<file path="src/rtl/fetch_pkg.sv">
// Shared types and constants for the instruction-fetch stage.
// The optional hold buffer is selected with the FETCH_SKID_BUF_EN macro.
package fetch_pkg;

  localparam int ADDR_W_DEF  = 13;
  localparam int INSTR_W_DEF = 16;

  // Value presented on the IF/ID instruction field while it is invalid after reset
  localparam logic [15:0] INSTR_NOP = 16'h0000;

  typedef enum logic [1:0] {
    ST_IDLE = 2'd0,
    ST_REQ  = 2'd1,
    ST_HOLD = 2'd2
  } fetch_state_e;

endpackage

</file>
<file path="src/rtl/fetch_if.sv">
// Bundle of PC, instruction-memory, hazard and IF/ID signals around the fetch stage.
// The master side is the fetch stage itself; the slave side is its environment.
interface fetch_if
  import fetch_pkg::*;
#(
  parameter int ADDR_W  = ADDR_W_DEF,
  parameter int INSTR_W = INSTR_W_DEF
);

  logic               start;
  logic [ADDR_W-1:0]  pc_in;
  logic [ADDR_W-1:0]  pc_next;
  logic               imem_req;
  logic [ADDR_W-1:0]  imem_addr;
  logic               imem_ack;
  logic [INSTR_W-1:0] imem_rdata;
  logic               stall;
  logic               flush;
  logic [ADDR_W-1:0]  br_target;
  logic               ifid_valid;
  logic [INSTR_W-1:0] ifid_instr;
  logic [ADDR_W-1:0]  ifid_pc;

  modport master (
    input  start, pc_in, imem_ack, imem_rdata, stall, flush, br_target,
    output pc_next, imem_req, imem_addr, ifid_valid, ifid_instr, ifid_pc
  );

  modport slave (
    output start, pc_in, imem_ack, imem_rdata, stall, flush, br_target,
    input  pc_next, imem_req, imem_addr, ifid_valid, ifid_instr, ifid_pc
  );

endinterface

</file>
<file path="src/rtl/fetch_skid_buf.sv">
// Single-entry hold buffer that parks a fetched word while ID is stalled.
// Only instantiated when FETCH_SKID_BUF_EN is defined.
module fetch_skid_buf
  import fetch_pkg::*;
#(
  parameter int ADDR_W  = ADDR_W_DEF,
  parameter int INSTR_W = INSTR_W_DEF
) (
  input  logic               clk,
  input  logic               reset,
  input  logic               load_i,
  input  logic               clear_i,
  input  logic [INSTR_W-1:0] instr_i,
  input  logic [ADDR_W-1:0]  pc_i,
  output logic               valid_o,
  output logic [INSTR_W-1:0] instr_o,
  output logic [ADDR_W-1:0]  pc_o
);

  logic               valid_q;
  logic [INSTR_W-1:0] instr_q;
  logic [ADDR_W-1:0]  pc_q;

  // Clear wins over load so a discarded word never survives a flush or stop
  always_ff @(posedge clk) begin
    if (!reset || clear_i) begin
      valid_q <= 1'b0;
      instr_q <= {INSTR_W{1'b0}};
      pc_q    <= {ADDR_W{1'b0}};
    end else if (load_i) begin
      valid_q <= 1'b1;
      instr_q <= instr_i;
      pc_q    <= pc_i;
    end else begin
      valid_q <= valid_q;
      instr_q <= instr_q;
      pc_q    <= pc_q;
    end
  end

  assign valid_o = valid_q;
  assign instr_o = instr_q;
  assign pc_o    = pc_q;

endmodule

</file>
<file path="src/rtl/fetch_stage.sv">
// Instruction-fetch stage: issues imem requests, fills IF/ID and computes the next PC.
// FETCH_SKID_BUF_EN adds a HOLD state that parks a word acked during a stall.
module fetch_stage
  import fetch_pkg::*;
#(
  parameter int ADDR_W  = ADDR_W_DEF,
  parameter int INSTR_W = INSTR_W_DEF
) (
  input  logic     clk,
  input  logic     reset,
  fetch_if.master  bus
);

  fetch_state_e       state_q, state_d;
  logic               ifid_valid_q, ifid_valid_d;
  logic [INSTR_W-1:0] ifid_instr_q, ifid_instr_d;
  logic [ADDR_W-1:0]  ifid_pc_q, ifid_pc_d;
  logic [ADDR_W-1:0]  pc_next_s;
  logic [ADDR_W-1:0]  pc_inc_s;
  logic               imem_req_s;

  assign pc_inc_s = bus.pc_in + {{(ADDR_W-1){1'b0}}, 1'b1};

`ifdef FETCH_SKID_BUF_EN
  logic               buf_load_s;
  logic               buf_clear_s;
  logic               buf_valid_s;
  logic [INSTR_W-1:0] buf_instr_s;
  logic [ADDR_W-1:0]  buf_pc_s;

  assign buf_load_s  = reset && !bus.flush && bus.start && (state_q == ST_REQ)
                       && bus.imem_ack && bus.stall;
  assign buf_clear_s = bus.flush || !bus.start || ((state_q == ST_HOLD) && !bus.stall);

  fetch_skid_buf #(
    .ADDR_W  (ADDR_W),
    .INSTR_W (INSTR_W)
  ) u_skid_buf (
    .clk     (clk),
    .reset   (reset),
    .load_i  (buf_load_s),
    .clear_i (buf_clear_s),
    .instr_i (bus.imem_rdata),
    .pc_i    (bus.pc_in),
    .valid_o (buf_valid_s),
    .instr_o (buf_instr_s),
    .pc_o    (buf_pc_s)
  );
`endif

  // Next state, next PC and IF/ID load decisions; flush outranks start, start outranks state
  always_comb begin
    state_d      = state_q;
    pc_next_s    = bus.pc_in;
    ifid_valid_d = ifid_valid_q;
    ifid_instr_d = ifid_instr_q;
    ifid_pc_d    = ifid_pc_q;
    imem_req_s   = reset && (state_q == ST_REQ);
    if (!reset) begin
      state_d   = ST_IDLE;
      pc_next_s = {ADDR_W{1'b0}};
    end else if (bus.flush) begin
      pc_next_s    = bus.br_target;
      ifid_valid_d = 1'b0;
      state_d      = bus.start ? ST_REQ : ST_IDLE;
    end else if (!bus.start) begin
      state_d = ST_IDLE;
    end else begin
      case (state_q)
        ST_IDLE: begin
          state_d = ST_REQ;
        end
        ST_REQ: begin
          if (bus.imem_ack && !bus.stall) begin
            pc_next_s    = pc_inc_s;
            ifid_valid_d = 1'b1;
            ifid_instr_d = bus.imem_rdata;
            ifid_pc_d    = bus.pc_in;
          end else if (bus.imem_ack) begin
`ifdef FETCH_SKID_BUF_EN
            pc_next_s = pc_inc_s;
            state_d   = ST_HOLD;
`else
            // No buffer: drop the word and refetch the same address once ID frees up
            state_d   = ST_REQ;
`endif
          end else begin
            state_d = ST_REQ;
          end
        end
`ifdef FETCH_SKID_BUF_EN
        ST_HOLD: begin
          if (!bus.stall) begin
            ifid_valid_d = buf_valid_s;
            ifid_instr_d = buf_instr_s;
            ifid_pc_d    = buf_pc_s;
            state_d      = ST_REQ;
          end else begin
            state_d = ST_HOLD;
          end
        end
`endif
        default: begin
          state_d = ST_IDLE;
        end
      endcase
    end
  end

  // State and IF/ID pipeline register
  always_ff @(posedge clk) begin
    if (!reset) begin
      state_q      <= ST_IDLE;
      ifid_valid_q <= 1'b0;
      ifid_instr_q <= INSTR_W'(INSTR_NOP);
      ifid_pc_q    <= {ADDR_W{1'b0}};
    end else begin
      state_q      <= state_d;
      ifid_valid_q <= ifid_valid_d;
      ifid_instr_q <= ifid_instr_d;
      ifid_pc_q    <= ifid_pc_d;
    end
  end

  assign bus.pc_next    = pc_next_s;
  assign bus.imem_req   = imem_req_s;
  assign bus.imem_addr  = bus.pc_in;
  assign bus.ifid_valid = ifid_valid_q;
  assign bus.ifid_instr = ifid_instr_q;
  assign bus.ifid_pc    = ifid_pc_q;

endmodule

</file>
<file path="src/flat_wrapper.sv">
// flat-port wrapper written by rule: the top's interface ports become plain ports
module fetch_stage_flat import fetch_pkg::*;
#(
  parameter int ADDR_W  = ADDR_W_DEF,
  parameter int INSTR_W = INSTR_W_DEF
)
  (clk, reset, bus_start, bus_pc_in, bus_imem_ack, bus_imem_rdata, bus_stall, bus_flush, bus_br_target, bus_pc_next, bus_imem_req, bus_imem_addr, bus_ifid_valid, bus_ifid_instr, bus_ifid_pc);
  fetch_if #(.ADDR_W(ADDR_W), .INSTR_W(INSTR_W)) bus_i ();
  input  logic clk;
  input  logic reset;
  input wire logic [$bits(bus_i.start)-1:0] bus_start;
  input wire logic [$bits(bus_i.pc_in)-1:0] bus_pc_in;
  input wire logic [$bits(bus_i.imem_ack)-1:0] bus_imem_ack;
  input wire logic [$bits(bus_i.imem_rdata)-1:0] bus_imem_rdata;
  input wire logic [$bits(bus_i.stall)-1:0] bus_stall;
  input wire logic [$bits(bus_i.flush)-1:0] bus_flush;
  input wire logic [$bits(bus_i.br_target)-1:0] bus_br_target;
  output wire logic [$bits(bus_i.pc_next)-1:0] bus_pc_next;
  output wire logic [$bits(bus_i.imem_req)-1:0] bus_imem_req;
  output wire logic [$bits(bus_i.imem_addr)-1:0] bus_imem_addr;
  output wire logic [$bits(bus_i.ifid_valid)-1:0] bus_ifid_valid;
  output wire logic [$bits(bus_i.ifid_instr)-1:0] bus_ifid_instr;
  output wire logic [$bits(bus_i.ifid_pc)-1:0] bus_ifid_pc;
  assign bus_i.start = bus_start;
  assign bus_i.pc_in = bus_pc_in;
  assign bus_i.imem_ack = bus_imem_ack;
  assign bus_i.imem_rdata = bus_imem_rdata;
  assign bus_i.stall = bus_stall;
  assign bus_i.flush = bus_flush;
  assign bus_i.br_target = bus_br_target;
  assign bus_pc_next = bus_i.pc_next;
  assign bus_imem_req = bus_i.imem_req;
  assign bus_imem_addr = bus_i.imem_addr;
  assign bus_ifid_valid = bus_i.ifid_valid;
  assign bus_ifid_instr = bus_i.ifid_instr;
  assign bus_ifid_pc = bus_i.ifid_pc;
  fetch_stage #(.ADDR_W(ADDR_W), .INSTR_W(INSTR_W)) u_core (.clk(clk), .reset(reset), .bus(bus_i));
endmodule
</file>
<file path="config.mk">
export PLATFORM = sky130hd
export DESIGN_NAME = fetch_stage_flat
export DESIGN_NICKNAME = d
export VERILOG_FILES = /design/src/rtl/fetch_pkg.sv /design/src/rtl/fetch_if.sv /design/src/rtl/fetch_skid_buf.sv /design/src/rtl/fetch_stage.sv /design/src/flat_wrapper.sv
export SDC_FILE = /design/constraint.sdc
export NUM_CORES = 1
export LEC_CHECK = 0
export BUFFER_PORTS_ARGS = -buffer_cell sky130_fd_sc_hd__buf_2
export CORE_ASPECT_RATIO = 0.5
export CORE_UTILIZATION = 44
export CTS_BUF_LIST = sky130_fd_sc_hd__clkbuf_2 sky130_fd_sc_hd__clkbuf_4 sky130_fd_sc_hd__clkbuf_8
export CTS_CLUSTER_DIAMETER = 80
export DETAILED_ROUTE_END_ITERATION = 10
export PLACE_DENSITY_LB_ADDON = 0.15
export SLEW_MARGIN = 25
export SYNTH_ARGS = -nofsm -noshare
export SYNTH_HDL_FRONTEND = slang
export SYNTH_SLANG_ARGS = --single-unit
</file>
<file path="constraint.sdc">
create_clock -name clk -period 1.8 [get_ports clk]
set_input_delay 0.09 -clock clk [delete_from_list [all_inputs] [get_ports clk]]
set_output_delay 0.09 -clock clk [all_outputs]
set_load 0.005 [all_outputs]
</file>
==> flow_summary.ini, run 1 <==
[timing]
fmax_ghz = 0.568
finalSetupViolations = 0
worst_slew_pin_slew_ps = 408
slew_viol_final = 0
hold_violations = 0
fin_crit_ps = 1760
finClkSkew_ps = 4.48
rsz0062_at_grt = false
slew_headroom = 0.727
finalWorstSetupSlack_ps = 40.7
finalSetupTns_ps = 0
fin_crit_sh = 0.977

[global_routing]
grt_pass1_wl_microns = 6960
met3_usage = 0.0633
use_met2 = 0.375
grt_pass1_vias = 1582
grt_use_met1 = 0.267
grt_most_used_layer = met2
grt_max_degree = 30
grtUsageTotal = 0.217
grt.overflow.total = 0
antenna_found_initial = 0

[detailed_routing]
drc = 0
drt_iter0_markers = 54
routedWlPerCell_microns = 12.5
vias = 1813
wl_microns = 4530
vias_per_cell = 5.01
firstDrtPassIters = 4
ant_nets = 0

[synth]
synth.area.mux_share = 0
avgSynthCellArea_sq_um = 7.77
ys_ff_latch = 31
synth-adder-area-share = 0.00739
synthTopCellsByArea = dfxtp_1 37%, nand2_1 14%, a21boi_0 8.9%
yosysSeqAreaShare = 0.367
synth-compound-area-share = 0.218
yosysTopAreaCell = dfxtp_1
synth_largest_type_area_fraction = 0.367
synth_simple_gate_area_frac = 0.245
synth_warnings = 0
synth_top_family_by_area = simple AND/OR/NAND/NOR gates
synth_xor_area_frac = 0.0517
synth_area_sq_um = 1690
ys_types = 28
synth_nets = 267
syn-instance-count = 218

[clock_network]
cts.sinks = 31
cts_buffer_depth = 2
cts_max_level = 2
numCtsBuffers = 5
insertion_delay_ps = 280
clkTransAtPathRegs_ps = 70
tritoncts = built
root_buffer = clkbuf_8

[hold_path]
worstHoldStart = bus_imem_rdata[3]
hold_path_class = in -> reg

[worst_setup_path]
critPathCaptureType = output port
slowest_stage = dfxtp_2
worstSetupStartpointType = flip-flop
cp_num_buf_inv = 1
critPathTopFamily = simple AND/OR/NAND/NOR gates
crit_chain = nand4b_4, nor4_4, nor3_1, a211oi_1, buf_2
reg2reg_from = u_core.state_q[0]$_SDFFE_PN0N_
slowest_delay_ps = 390
critPathRequiredTime_ps = 1710
cp-startpoint = u_core.state_q[0]$_SDFFE_PN0N_
arrival_ps = 1670
crit_type = reg -> out
crit_fanout = 5

[power_and_ir_drop]
powerDensity_nw_per_um2 = 693
power_frac_seq = 0.428
swShare = 0.234
comb_power_share = 0.136
clock_power_share = 0.436
p_switching_w = 0.000380
peakVddDrop_mv = 0.405
leakage_nw = 1.11
intPower_w = 0.00125
p_total_w = 0.00163

[floorplanning]
die_area_sq_um = 4110
core_sq_um = 3550
ios = 105
die-width_microns = 89.7
die_h_microns = 45.9
num_rows = 15
initial_core_util = 0.477

[cells_and_area]
drive_above_1_share = 0.405
final_util = 0.661
antenna_cells = 0
nets = 359
multi_input_area_sq_um = 948
register_area_sq_um = 622
fillers = 345
area_delta_synth_final_pct = 38.5

[place]
hpwl_microns = 3190
gp_congestion = 0.838
io_buffer_count = 104
dpl_worst_slack_ps = 274

[outcome]
outcome = completed

[job]
cap_violations = 0
[cells in the final DEF (no fill, tap or decap), types with 4 or more instances in the layout]
cell type	count
a21oi_1	8
nand4_1	5
o21ai_0	10
dfxtp_1	30
nand2_1	65
a21boi_1	9
nand3_1	5
inv_1	4
o211a_1	4
xnor2_1	8
nor3_1	4
buf_2	104
a21boi_0	20
clkbuf_8	6
buf_4	5
[worst min-delay path: cells and delay by family]
family                 cells  cell delay (ps)
buffers and inverters      1               90
AO/OA/AOI/OAI              1               50
AND/OR/NAND/NOR            1               40
[timing repair]
action,4_1_cts,5_1_grt
setup endpoints to repair,1,7
resized for setup,1,7
hold buffers,0,0
setup buffers,0,1
gates cloned,0,1
pin swaps,0,1
[registers in the layout, indices dropped and copies added (netlist names)]
signal                 cells
u_core.bus.ifid_pc        13
u_core.bus.ifid_instr     16
u_core.state_q             1
u_core.bus.ifid_valid      1
[layer usage]
layer | vias up | wire length (microns)
met5 | - | 0
met4 | 0 | 29
met3 | 4 | 277
met2 | 67 | 2140
met1 | 835 | 2080
li1 | 907 | -
[power by group through the flow]
stage          logic [W]  clock network [W]  registers [W]
2_1_floorplan   0.000105                  0       0.000711
3_3_place_gp    0.000208                  0       0.000711
3_5_place_dp    0.000211                  0       0.000711
6_report        0.000221           0.000709       0.000696
4_1_cts         0.000213           0.000728       0.000695
5_1_grt         0.000244           0.000761       0.000697
[Yosys cell counts (all sizes together)]
master / number
nor3: 4
nor2: 3
o211a: 4
and2: 2
a211oi: 1
nor2b: 1
a21o: 1
o21ai: 10
nand3: 5
nor4: 4
nand4b: 1
a31oi: 1
nand2: 65
xor2: 2
and4b: 1
a21boi: 29
xnor2: 8
buf: 20
inv: 4
ha: 1
nand4: 5
a21oi: 8
clkbuf: 6
nand2b: 1
dfxtp: 31
[metrics by stage]
step | hold slack (ps) | std cells | area [sq um]
after detailed placement | 335 | 352 | 2160
after CTS | 36.4 | 360 | 2280
after global placement | 330 | 352 | 2160
after floorplan | 212 | 218 | 1690
after global routing | 43.6 | 362 | 2340
final | 41.6 | 362 | 2340
[cell families after synthesis]
family	Yosys count
AND/OR/NAND/NOR	92
AO/OA/AOI/OAI	54
flip-flops	31
buffers and inverters	30
XOR/XNOR	10
adder cells (fa/ha/maj)	1
[final timing paths]
| path | cells after the start | endpoint | slack, ps |
|---|---|---|---|
| worst max-delay path | 5 | bus_pc_next[11] | 40 |
| worst min-delay path | 3 | u_core.bus.ifid_instr[3]$_SDFFE_PN0P_ | 40 |
| worst max register to register | 6 | u_core.bus.ifid_instr[1]$_SDFFE_PN0P_ | 240 |
| worst min register to register | 2 | u_core.bus.ifid_instr[0]$_SDFFE_PN0P_ | 450 |
[cell type report]
type,count,area share
timing repair buffer,110,0.247
multi-input combinational,158,0.404
inverter,4,0.00640
clock inverter,2,0.0149
clock buffer,6,0.0352
tap,51,0.0272
sequential,31,0.265
Note: power is estimated with default switching activity, not from simulation.
==> run 2: changes to the inputs <==
--- a/config.mk
+++ b/config.mk
@@ -9,10 +9,10 @@
 export CORE_ASPECT_RATIO = 0.5
 export CORE_UTILIZATION = 44
 export CTS_BUF_LIST = sky130_fd_sc_hd__clkbuf_2 sky130_fd_sc_hd__clkbuf_4 sky130_fd_sc_hd__clkbuf_8
-export CTS_CLUSTER_DIAMETER = 80
 export DETAILED_ROUTE_END_ITERATION = 10
 export PLACE_DENSITY_LB_ADDON = 0.15
 export SLEW_MARGIN = 25
 export SYNTH_ARGS = -nofsm -noshare
 export SYNTH_HDL_FRONTEND = slang
+export SYNTH_HIERARCHICAL = 1
 export SYNTH_SLANG_ARGS = --single-unit
==> run 2 against run 1 <==
  * Synthesized cell count decreased by 0.46%
  * Global-route usage increased by 0.23 points
  * Routed wire length increased by 0.29%
  * Clock skew about the same
  * Maximum frequency increased by 0.57%
  * Largest cell class unchanged
==> flow_summary.ini, run 2 <==
[floorplanning]
initial_core_util = 0.480
ios = 105
die-width_microns = 90.4
core_sq_um = 3580
die_h_microns = 46.2
die_area_sq_um = 4180
num_rows = 15

[detailed_routing]
top_layer = met4
firstDrtPassIters = 4
drc = 0
vias_per_cell = 4.92
ant_nets = 0
drt_iter0_markers = 81
wl_met2_microns = 2100
vias = 1792
wl_microns = 4540
routedWlPerCell_microns = 12.5
wirelength_met1_microns = 2120
dr_wl_met3_microns = 300

[place]
io_buffer_count = 104
hpwl_microns = 3260
post_dp_cell_area_sq_um = 2200
gp_congestion = 0.847
post-place-cells = 353
dpl_worst_slack_ps = 237

[power_and_ir_drop]
leakage_nw = 1.11
p_switching_w = 0.000400
clock_power_share = 0.430
comb_power_share = 0.139
intPower_w = 0.00121
power_frac_seq = 0.431
swShare = 0.248
powerDensity_nw_per_um2 = 681
peakVddDrop_mv = 0.439

[global_routing]
grt.overflow.total = 0
grt_max_degree = 26
grt_pass1_wl_microns = 7090
grt_pass1_vias = 1550
antenna_found_initial = 0
grtUsageTotal = 0.219

[timing]
finalWorstSetupSlack_ps = 50.6
worst_slew_pin_slew_ps = 392
rsz0062_at_grt = true
fin_crit_sh = 0.972
slew_viol_final = 0
fin_crit_ps = 1750
slew_headroom = 0.739
fmax_ghz = 0.572
finClkSkew_ps = 4.70
finalSetupViolations = 0
hold_violations = 0
whs_ps = 40.9

[worst_setup_path]
critPathCaptureType = output port
r2r_end = u_core/bus.ifid_instr[15]$_SDFFE_PN0P_
crit_type = reg -> out
critPathRequiredTime_ps = 1710
crit_chain = nand4b_4, buf_4, nor4_2, xnor2_1, a21oi_1, buf_2
slowest_delay_ps = 360
rrSetupSlack_ps = 370
arrival_ps = 1660
crit_fanout = 7
worstSetupStartpointType = flip-flop
rr_worst_depth = 6
reg2reg_from = u_core/state_q[0]$_SDFFE_PN0N_
slowest_stage = dfxtp_2

[outcome]
outcome = completed

[clock_network]
clkTransAtPathRegs_ps = 70
tritoncts = built
insertion_delay_ps = 280
cts.sinks = 31
cts_max_level = 2
cts_buffer_depth = 2
numCtsBuffers = 5
hold_buffers = 0
root_buffer = clkbuf_8

[cells_and_area]
nets = 361
area_delta_synth_final_pct = 37.6
final_common_cell = buf_2
drive_above_1_share = 0.422
largest_reg_flops = 16
final_area_sq_um = 2370
final_util = 0.660
layout_common_cells = 104 x buf_2, 65 x nand2_1, 30 x dfxtp_1
antenna_cells = 0
instances_no_fill = 364

[synth]
yosys-top-cells-count = 65 x nand2_1, 31 x dfxtp_1, 19 x a21boi_0
yosysSeqAreaShare = 0.361
synth_most_common_cell = nand2_1
async_flop_share = 0
synth_top_flop_cell = dfxtp_1
syn-instance-count = 217
synth_largest_type_area_fraction = 0.361
avgSynthCellArea_sq_um = 7.93
ys_types = 31
synth_nets = 266
synth_warnings = 6
ys_ff_latch = 31
yosysTopAreaCell = dfxtp_1
synth-edff-count = 0
synth_area_sq_um = 1720
synthTopCellsByArea = dfxtp_1 36%, nand2_1 14%, a21boi_0 8.3%

[hold_path]
min_to = u_core/bus.ifid_instr[11]$_SDFFE_PN0P_
hold_path_class = in -> reg
hold_depth = 3
worstHoldStart = bus_imem_rdata[11]

[job]
cap_violations = 0
-- run 2: repair_timing --
| action | in CTS | in global routing |
|---|---|---|
| gates resized for setup | 0 | 6 |
| pin swaps | 1 | 5 |
| buffers inserted | 2 | 1 |
| endpoints found under the hold margin | 0 | 0 |
| endpoints found under the setup margin | 4 | 8 |
-- run 2: worst max path at each step --
stage / start / cells past startpoint / end
6_report: u_core/state_q[0]$_SDFFE_PN0N_ / 6 / bus_pc_next[8]
5_1_grt: u_core/state_q[0]$_SDFFE_PN0N_ / 6 / bus_pc_next[8]
4_1_cts: u_core/state_q[0]$_SDFFE_PN0N_ / 6 / bus_pc_next[9]
3_5_place_dp: u_core/state_q[0]$_SDFFE_PN0N_ / 6 / bus_pc_next[9]
3_3_place_gp: u_core/state_q[0]$_SDFFE_PN0N_ / 6 / bus_pc_next[9]
2_1_floorplan: u_core/state_q[0]$_SDFFE_PN0N_ / 3 / bus_pc_next[7]
-- run 2: worst max-delay path, delay by kind of cell (launching register included) --
kind	cells	cell delay (ps)
xor+xnor	1	100
compound gates	1	150
flops	1	360
buf+inv	2	320
simple gates	2	460
-- run 2: per-stage QoR --
step	TNS [ps]	total power [W]
global route	-163	0.00169
global placement	0	0.000925
detailed placement	0	0.000928
floorplan	0	0.000819
finish	0	0.00161
CTS	0	0.00163
-- run 2: power groups by stage --
stage | Sequential [W] | Combinational (W) | Clock (W)
final | 0.000695 | 0.000224 | 0.000693
after global placement | 0.000711 | 0.000214 | 0
after CTS | 0.000695 | 0.000220 | 0.000713
after global routing | 0.000696 | 0.000248 | 0.000744
after floorplan | 0.000711 | 0.000108 | 0
after detailed placement | 0.000711 | 0.000218 | 0
-- run 2: kinds of logic (layout without fill, tap and decap cells) --
group / after synthesis / after routing / share of synthesized area
AO/OA/AOI/OAI: 55 / 55 / 0.217
XOR/XNOR: 10 / 10 / 0.0509
adder cells (fa/ha/maj): 1 / 1 / 0.00727
buffers and inverters: 29 / 125 / 0.103
flip-flops: 31 / 31 / 0.361
AND/OR/NAND/NOR: 91 / 91 / 0.260
-- run 2: per-layer routing --
layer / GRT usage / vias up
met5: 0 / -
met4: 0.0419 / 0
met3: 0.0677 / 2
met2: 0.376 / 70
met1: 0.281 / 802
li1: - / 918
-- run 2: cell type report --
type                       instances  area [sq um]
fill                             342          1220
inverter                           2          7.51
clock inverter                     3          43.8
sequential                        31           622
clock buffer                       5          68.8
timing repair buffer             115           611
multi-input combinational        157           951
tap                               51          63.8
